[config.mk]
export PLATFORM = sky130hd
export DESIGN_NAME = fetch_align_queue
export DESIGN_NICKNAME = d
export VERILOG_FILES = /design/src/rtl/fetch_align_queue_pkg.sv /design/src/rtl/fetch_align_queue_parcel_fifo.sv /design/src/rtl/fetch_align_queue.sv
export SDC_FILE = /design/constraint.sdc
export NUM_CORES = 1
export LEC_CHECK = 0
export ABC_AREA = 1
export CAP_MARGIN = 20
export CORE_MARGIN = 3
export CORE_UTILIZATION = 45
export CTS_CLUSTER_DIAMETER = 80
export CTS_CLUSTER_SIZE = 30
export DETAILED_ROUTE_END_ITERATION = 6
export PLACE_DENSITY = 0.77
export SLEW_MARGIN = 20
export SYNTH_ARGS = -nofsm -noshare
export SYNTH_HDL_FRONTEND = slang
export SYNTH_SLANG_ARGS = --single-unit
[constraint.sdc]
create_clock -name I_clk -period 11.3 [get_ports I_clk]
set_input_delay 1.13 -clock I_clk [delete_from_list [all_inputs] [get_ports I_clk]]
set_output_delay 1.13 -clock I_clk [all_outputs]
set_load 0.02 [all_outputs]
[src/rtl/fetch_align_queue_pkg.sv]
// Shared constants for the fetch/align queue and the downstream decode block:
// RVC quadrants, instruction-length decode fields and the defined-illegal parcel.
package fetch_align_queue_pkg;

  localparam logic [1:0]  RVC_Q0         = 2'b00;
  localparam logic [1:0]  RVC_Q1         = 2'b01;
  localparam logic [1:0]  RVC_Q2         = 2'b10;
  localparam logic [1:0]  LEN32_OP       = 2'b11;
  localparam logic [2:0]  LEN48_OP       = 3'b111;
  localparam logic [15:0] ILLEGAL_PARCEL = 16'h0000;

  typedef struct packed {
    logic        valid;
    logic [31:0] instr;
    logic [31:0] pc;
    logic        compressed;
    logic        illegal;
  } instr_slot_t;

  function automatic logic is_wide(input logic [15:0] p);
    return p[1:0] == LEN32_OP;
  endfunction

  // 48-bit and longer encodings are flagged but still consumed as 32-bit.
  function automatic logic is_illegal(input logic [15:0] p0, input logic [15:0] p1);
    if (!is_wide(p0)) return p0 == ILLEGAL_PARCEL;
    return ({p1, p0} == 32'h0) || (p0[4:2] == LEN48_OP);
  endfunction

endpackage

[src/rtl/fetch_align_queue_parcel_fifo.sv]
// DEPTH-entry circular parcel buffer; head/head+1 view includes this cycle's
// push data so a freshly fetched word can be consumed with no extra bubble.
module fetch_align_queue_parcel_fifo #(
  parameter int NPARCEL = 2,
  parameter int DEPTH   = 8,
  parameter int AW      = $clog2(DEPTH),
  parameter int CW      = AW + 1,
  parameter int PNW     = $clog2(NPARCEL + 1)
) (
  input  logic                     gclk,
  input  logic                     grst_n,
  input  logic                     clr,
  input  logic [PNW-1:0]           push_n,
  input  logic [NPARCEL-1:0][15:0] push_data,
  input  logic [1:0]               pop_n,
  output logic [15:0]              head0,
  output logic [15:0]              head1,
  output logic [CW-1:0]            count,
  output logic [CW-1:0]            avail
);

  logic [DEPTH-1:0][15:0] mem;
  logic [AW-1:0]          head, tail;
  logic [1:0][15:0]       view;

  always_ff @(posedge gclk) begin
    if (!clr)
      for (int i = 0; i < NPARCEL; i++)
        if (PNW'(i) < push_n) mem[tail + AW'(i)] <= push_data[i];
  end

  always_ff @(posedge gclk or negedge grst_n) begin
    if (!grst_n) begin
      head  <= '0;
      tail  <= '0;
      count <= '0;
    end else if (clr) begin
      head  <= '0;
      tail  <= '0;
      count <= '0;
    end else begin
      tail  <= tail + AW'(push_n);
      head  <= head + AW'(pop_n);
      count <= count + CW'(push_n) - CW'(pop_n);
    end
  end

  // Slots beyond the stored count come straight from the incoming word.
  always_comb begin
    for (int i = 0; i < 2; i++) begin
      view[i] = mem[head + AW'(i)];
      if (CW'(i) >= count) begin
        view[i] = '0;
        for (int j = 0; j < NPARCEL; j++)
          if (count + CW'(j) == CW'(i)) view[i] = push_data[j];
      end
    end
  end

  assign head0 = view[0];
  assign head1 = view[1];
  assign avail = count + CW'(push_n);

endmodule

[src/rtl/fetch_align_queue.sv]
// Fetch/align buffer: queues fetch-word parcels and presents one aligned
// RV32I/RVC instruction per cycle from a registered skid slot.
module fetch_align_queue
  import fetch_align_queue_pkg::*;
#(
  parameter int          NPARCEL  = 2,
  parameter int          DEPTH    = 8,
  parameter logic [31:0] RESET_PC = 32'h0000_0000
) (
  input  logic                   I_clk,
  input  logic                   I_rst_n,
  input  logic                   I_flush,
  input  logic [31:0]            I_flush_pc,
  input  logic                   I_fetch_valid,
  input  logic [16*NPARCEL-1:0]  I_fetch_data,
  input  logic [31:0]            I_fetch_pc,
  output logic                   O_fetch_ready,
  output logic                   O_instr_valid,
  output logic [31:0]            O_instr,
  output logic [31:0]            O_instr_pc,
  output logic                   O_instr_compressed,
  output logic                   O_illegalflag,
  input  logic                   I_instr_ready
);

  localparam int          AW     = $clog2(DEPTH);
  localparam int          CW     = AW + 1;
  localparam int          PNW    = $clog2(NPARCEL + 1);
  localparam int          SKW    = $clog2(NPARCEL);
  localparam logic [31:0] WBYTES = 32'(2 * NPARCEL);
  localparam logic [31:0] PC0    = RESET_PC & ~32'd1;

  logic [31:0]              exp_addr, next_pc, flush_pc;
  logic [SKW-1:0]           skip;
  instr_slot_t              slot;
  logic [CW-1:0]            count, avail;
  logic [PNW-1:0]           push_n;
  logic [1:0]               pop_n;
  logic [NPARCEL-1:0][15:0] push_data;
  logic [15:0]              head0, head1;
  logic                     push_ok, load_en, wide, can_load;

  assign flush_pc      = I_flush_pc & ~32'd1;
  assign O_fetch_ready = (CW'(DEPTH) - count >= CW'(NPARCEL)) && !I_flush;
  // Stale words are still handshaken, just not pushed.
  assign push_ok       = I_fetch_valid && O_fetch_ready && (I_fetch_pc == exp_addr);
  assign push_n        = push_ok ? PNW'(NPARCEL - int'(skip)) : '0;

  always_comb begin
    for (int i = 0; i < NPARCEL; i++) begin
      push_data[i] = '0;
      for (int j = 0; j < NPARCEL; j++)
        if (j == i + int'(skip)) push_data[i] = I_fetch_data[16*j +: 16];
    end
  end

  assign wide     = is_wide(head0);
  assign can_load = wide ? (avail >= CW'(2)) : (avail >= CW'(1));
  assign load_en  = !slot.valid || I_instr_ready;
  assign pop_n    = (!I_flush && load_en && can_load) ? (wide ? 2'd2 : 2'd1) : 2'd0;

  fetch_align_queue_parcel_fifo #(.NPARCEL(NPARCEL), .DEPTH(DEPTH)) u_fifo (
    .gclk      (I_clk),
    .grst_n    (I_rst_n),
    .clr       (I_flush),
    .push_n    (push_n),
    .push_data (push_data),
    .pop_n     (pop_n),
    .head0     (head0),
    .head1     (head1),
    .count     (count),
    .avail     (avail)
  );

  always_ff @(posedge I_clk or negedge I_rst_n) begin
    if (!I_rst_n) begin
      exp_addr <= RESET_PC & ~(WBYTES - 32'd1);
      skip     <= RESET_PC[SKW:1];
      next_pc  <= PC0;
      slot     <= '0;
      slot.pc  <= PC0;
    end else if (I_flush) begin
      exp_addr   <= flush_pc & ~(WBYTES - 32'd1);
      skip       <= flush_pc[SKW:1];
      next_pc    <= flush_pc;
      slot.valid <= 1'b0;
      slot.pc    <= flush_pc;
    end else begin
      if (push_ok) begin
        exp_addr <= exp_addr + WBYTES;
        skip     <= '0;
      end
      if (load_en) begin
        slot.valid <= can_load;
        if (can_load) begin
          slot.pc         <= next_pc;
          next_pc         <= next_pc + (wide ? 32'd4 : 32'd2);
          slot.instr      <= wide ? {head1, head0} : {16'h0, head0};
          slot.compressed <= !wide;
          slot.illegal    <= is_illegal(head0, head1);
        end
      end
    end
  end

  assign O_instr_valid      = slot.valid;
  assign O_instr            = slot.instr;
  assign O_instr_pc         = slot.pc;
  assign O_instr_compressed = slot.compressed;
  assign O_illegalflag      = slot.illegal;

endmodule

Yosys cells after proc, flatten, opt, wreduce, memory -nomap -nowiden --
Cells that the tools add are included.
Storage, ports and cells: bits in registers 270, output and inout bits 68, word-level logic and storage cells 123, input bits 101
Operators by class: muxes and demuxes 49, $add $sub $neg 12, bitwise gates (word level) 1, equal/unequal tests 6, $lt $le $gt $ge 13, reduce and logical (&&, ||, !) cells 23
Operator list (number):
- 128-bit 2-to-1 mux | 3
- 128-bit bitwise mux | 2
- 16-bit 2-to-1 mux | 14
- 32-bit 2-to-1 mux | 7
- 16-bit binary-select mux with 3-bit select | 2
- 16-bit demux with 3-bit select | 2
- 32-bit logical NOT | 3
- 67-bit 2-to-1 mux | 1
- 66-bit 2-to-1 mux | 1
- 32-bit by 3-bit adder with 32-bit output | 1
- 32-bit by 3-bit adder with 32-bit output (second input constant) | 1
- 32-bit equality test | 1
- 16-bit logical NOT | 1
- 3-bit by 4-bit less-than comparator with 1-bit output (second input constant) | 4
- 1-bit 2-to-1 mux | 10
- 3-bit 2-to-1 mux | 3
- 4-bit by 1-bit equality test with 1-bit output (second input constant) | 2
- 1-bit by 4-bit greater-or-equal comparator with 1-bit output (first input constant) | 2
- 4-bit by 2-bit greater-or-equal comparator with 1-bit output (second input constant) | 2
- 4-bit logical NOT | 2
- 1-bit logical AND | 7
- 3-bit by 1-bit adder with 3-bit output (second input constant) | 2
- 3-bit by 2-bit adder with 3-bit output | 2
- 3-bit by 1-bit greater-or-equal comparator with 1-bit output (second input constant) | 2
- 19 further kinds | 27

Logic depth before layout (Yosys ltp) --
word-level depth 16, depth in mapped cells 30, depth with buffers taken out 28

Cells and area by module --
Synthesis repeated with hierarchy kept, for this count alone.
Second synthesis, totals: cells, all modules 2878, area total of the unflattened synthesis 18876.9 µm²
By module, submodules not included:
- fetch_align_queue_parcel_fifo | area an instance 10918.0 µm², instances 1, cells an instance 1732
- fetch_align_queue | area an instance 7958.9 µm², instances 1, cells an instance 1146

Least setup slack after synthesis --
OpenSTA, ideal clock, no wires.
kind input-to-reg, start point in I_flush, end point reg u_fifo.mem[0] (netlist bit) (enable), data required time 10758 ps, path slack 5631 ps, data arrival time 5127 ps, cell stages on the path 3, buffers on the path 2, cell sequence clkbuf_1 -> inv_2 -> buf_1
RTL lines:
- start: declaration | RTL line fetch_align_queue.sv:12 | input logic I_flush,
- end signal: indexed assignment | RTL line fetch_align_queue_parcel_fifo.sv:29 | if (PNW'(i) < push_n) mem[tail + AW'(i)] <= push_data[i];
- end: declaration | RTL line fetch_align_queue_parcel_fifo.sv:22 | logic [DEPTH-1:0][15:0] mem;
No word-level cell between the ends.

Final worst setup path --
start point in I_fetch_valid, end point reg u_fifo.count[2]
On the way: longest elaborated chain between the ends 10, elaborated cells between the ends (all ways) 11, those cells by class 2 x add/sub; 2 x order compare; 4 x mux; 3 x reduce/logical
Ends and longest elaborated chain:
- start: declaration | RTL line fetch_align_queue.sv:14 | input logic I_fetch_valid,
- 1-bit logical AND (*) (2 in a row) | RTL line fetch_align_queue.sv:46 | assign push_ok = I_fetch_valid && O_fetch_ready && (I_fetch_pc == exp_addr);
- 2-bit 2-to-1 mux (*) | RTL line fetch_align_queue.sv:47 | assign push_n = push_ok ? PNW'(NPARCEL - int'(skip)) : '0;
- 4-bit by 2-bit adder with 4-bit output (*) | RTL line fetch_align_queue_parcel_fifo.sv:44, fetch_align_queue_parcel_fifo.sv:62
- 4-bit by 1-bit greater-or-equal comparator with 1-bit output or 4-bit by 2-bit greater-or-equal comparator with 1-bit output (tied branches) | RTL line fetch_align_queue.sv:58 | assign can_load = wide ? (avail >= CW'(2)) : (avail >= CW'(1));
- 1-bit 2-to-1 mux | RTL line fetch_align_queue.sv:58
- 1-bit logical AND | RTL line fetch_align_queue.sv:60 | assign pop_n = (!I_flush && load_en && can_load) ? (wide ? 2'd2 : 2'd1) : 2'd0;
- 2-bit 2-to-1 mux | RTL line fetch_align_queue.sv:60
- 4-bit by 2-bit subtractor with 4-bit output (*) | RTL line fetch_align_queue_parcel_fifo.sv:44 | count <= count + CW'(push_n) - CW'(pop_n);
- 4-bit 2-to-1 mux (*) | RTL line fetch_align_queue_parcel_fifo.sv:37 | end else if (clr) begin
- end signal: assignment | RTL line fetch_align_queue_parcel_fifo.sv:44
- end: declaration | RTL line fetch_align_queue_parcel_fifo.sv:18 | output logic [CW-1:0] count,
Every way passes the cells marked *; elsewhere a longest branch is shown, timed or not. A chain may end at the register's enable or synchronous reset.

==> impl_metrics.yaml <==
worst_setup_path:
  start_kind: "input port"
  rrSetupSlack_ns: 5.30
  cp_data_arrival_time_ns: 6.67
  cpPeakStageDelay_ns: 0.65
  reg2reg_from: "u_fifo.count[0]$_DFF_PN0_"
  cp.depth: 28
  regToRegEndpoint: "u_fifo.count[2]$_DFF_PN0_"
  crit_required_ns: 11.71
  slowest_stage: "nand3_2"
  worstPathMaxFanout: 56
  cp-end-kind: "register"
  r2r_cells: 27
  path_buf_inv: 8
  critical_path.top_delay_family: "simple AND/OR/NAND/NOR gates"
  crit_type: "in2reg"
die:
  die_y_um: 212
  rows: 74
  fp.dieArea_um2: 44800
  start_util: 0.461
  core_um2: 41300
  ios: 169
  fp.dieW_um: 212
detailed_routing:
  wl_per_cell_um: 20.7
  vias: 19800
  firstDrtPassIters: 7
  ant_nets: 0
  drtIter0Drc: 2986
  viasPerCell: 6.07
  drcViolationCount: 10
  wl_um: 67600
sta:
  tns_ns: 0
  fin_crit_sh: 0.554
  finClkSkew_ns: 0.0340
  worst-slew-pin-transition_ns: 1.14
  setup_viol: 0
  finalHoldViolCount: 0
  slew_violations: 0
  period_needed_ns: 6.26
  relSlewSlack: 0.236
  max_freq_ghz: 0.160
  rsz0062_at_grt: "false"
synth:
  async_flop_share: 0.521
  synth_area_leaders: "edfxtp_1 20%, dfrtp_1 18%, nand2_1 14%, nand3_1 13%, o21ai_0 4.5%"
  syn_inst: 2677
  synth-seq-cells: 267
  synth_area_um2: 19000
  synth_edf_count: 128
  synth-main-ff-cell: "dfrtp_1"
  yosysWarnings: 0
  synth_top_area_frac: 0.202
  ys_seq_area_frac: 0.384
  yosysUniqueCellTypes: 51
  syn_avg_cell_area_um2: 7.12
  synth_top_cell_by_area: "edfxtp_1"
  syn_nets: 2799
clock_tree:
  cts_hold_buffers: 0
  cts.sinks: 267
  clk_pin_slew_ns: 0.09
  insertion_delay_ns: 0.55
  post-cts-setup-buffer-count: 0
  numCtsBuffers: 19
  clk_path_buf_depth: 3
  cts.htree.levels: 1
  cts.repair.resized: 0
  cts_tree: "done"
  root_buffer: "clkbuf_16"
finish:
  drive_gt1_frac: 0.0490
  final_common_cell: "nand2_1"
  diodes: 0
  area_growth_pct: 12.8
  fillCellCount: 3930
  final_nets: 2847
  final_area_um2: 21500
  final_cell_mix: "735 x nand2_1, 492 x nand3_1, 206 x inv_1"
worst_hold_path:
  hp-start: "O_instr[26]$_DFFE_PN0N_"
  holdPathStages: 2
  hold_end: "O_instr[26]$_DFFE_PN0N_"
  hold_class: "reg2reg"
placement:
  hpwlAfterDp_um: 45300
  place_area_um2: 20800
  place_congestion: 0.968
  io_buffers: 167
job:
  drv_cap: 0
grt:
  grt_first_pass_wirelength_um: 103000
  grt_pass1_vias: 18000
  grt_start_max_net_pins: 100
  grt_antenna_before_repair: 0
  grtUsageTotal: 0.289
  gr-total-overflow: 0
power:
  p_per_area_nw_per_um2: 219
  p_leak_nw: 9.50
  ir_drop_uv: 120
outcome:
  status: "finished, violations left"
  violations: "design-rule violations"
-- where the power goes --
| part | switching [W] | internal [W] |
|---|---|---|
| clock | 0.000444 | 0.000346 |
| sequential | 0.000197 | 0.00124 |
| combinational | 0.00168 | 0.000805 |
-- per-layer routing --
metal / GRT usage / part of all wire / vias up
met5: 0 / 0 / -
met4: 0.0915 / 0.028 / 0
met3: 0.0857 / 0.14 / 179
met2: 0.416 / 0.42 / 1351
met1: 0.417 / 0.41 / 9184
li1: - / - / 9117
-- worst reg2reg max path, stage by stage, from the launching register on --
cell and delay, ns:
dfrtp_1 0.58, inv_1 0.28, ha_1 0.31, xor2_1 0.15, nand3_1 0.12, nor3_2 0.07, nor2_4 0.12, nand2_4 0.18
nor2_1 0.24, ha_1 0.22, inv_1 0.06, fa_1 0.38, or2_2 0.28, nand2_1 0.11, inv_1 0.05, nand2_1 0.08
nor2_1 0.04, nand2_1 0.11, nand3_2 0.65, inv_2 0.18, buf_4 0.51, nand2_1 0.19, inv_1 0.12, ha_1 0.15
inv_1 0.06, fa_1 0.38, xor2_1 0.18, nor2_1 0.06
-- cells in the mapped netlist (all sizes together) (2+ instances only) --
master    n
o31ai     7
mux2i    12
xor2     62
nor2    127
nand3   495
xnor2    15
a31oi     2
o221ai    4
nor3     32
buf      93
nor4      8
dfrtp   139
clkbuf   88
a21oi   158
nand2   748
fa        5
and2      2
ha       16
nand3b    5
inv     219
o21ai   203
or2       6
a211oi    4
a32o     11
o211ai   34
clkinv    2
o311ai    4
edfxtp  128
nand4    44
-- registers in the layout (all words and copies together), names as in the netlist, 3 cells and up --
| name | count |
|---|---|
| exp_addr | 30 |
| u_fifo.head | 3 |
| u_fifo.tail | 3 |
| O_instr | 32 |
| u_fifo.mem | 128 |
| next_pc | 31 |
| u_fifo.count | 4 |
| O_instr_pc | 32 |
-- kinds of logic (layout without fill, tap and decap cells) --
family | count (synthesis) | in the layout | synth area share
simple gates | 1469 | 1469 | 0.341
compound gates | 429 | 429 | 0.125
buf+inv | 402 | 462 | 0.0919
flops | 267 | 267 | 0.384
xor+xnor | 77 | 77 | 0.0354
fa+ha+maj | 21 | 21 | 0.0158
mux | 12 | 12 | 0.00631
-- cell type report --
class | count | area, µm² | area share
multi-input combinational | 2008 | 9990 | 0.465
timing repair buffer | 208 | 1980 | 0.0921
sequential | 267 | 7330 | 0.341
clock buffer | 19 | 475 | 0.0221
tap | 532 | 666 | 0.0310
inverter | 221 | 835 | 0.0388
clock inverter | 14 | 221 | 0.0103
-- stage by stage --
| stage | total power (W) | worst slack (ns) | hold WS (ns) | utilization | instances |
|---|---|---|---|---|---|
| 2_1_floorplan | 0.00305 | 5.63 | 0.487 | - | 2677 |
| 3_3_place_gp | 0.00379 | 4.59 | 0.472 | 0.504 | 3236 |
| 3_5_place_dp | 0.00384 | 4.52 | 0.469 | 0.504 | 3236 |
| 4_1_cts | 0.00463 | 5.07 | 0.491 | 0.520 | 3269 |
| 5_1_grt | 0.00495 | 4.59 | 0.507 | 0.521 | 3269 |
| 6_report | 0.00471 | 5.04 | 0.491 | 0.521 | 3269 |
-- how the worst max path moves through the flow --
stage	startpoint	end	slack (ns)
global placement	I_fetch_valid	u_fifo.count[3]$_DFF_PN0_	4.59
global route	I_fetch_valid	u_fifo.count[2]$_DFF_PN0_	4.59
floorplan	I_flush	u_fifo.mem[0]$_DFFE_PN_	5.63
finish	I_fetch_valid	u_fifo.count[2]$_DFF_PN0_	5.04
detailed placement	I_fetch_valid	u_fifo.count[3]$_DFF_PN0_	4.52
CTS	I_fetch_valid	u_fifo.count[3]$_DFF_PN0_	5.07
Power figures use the tool's default switching activity.
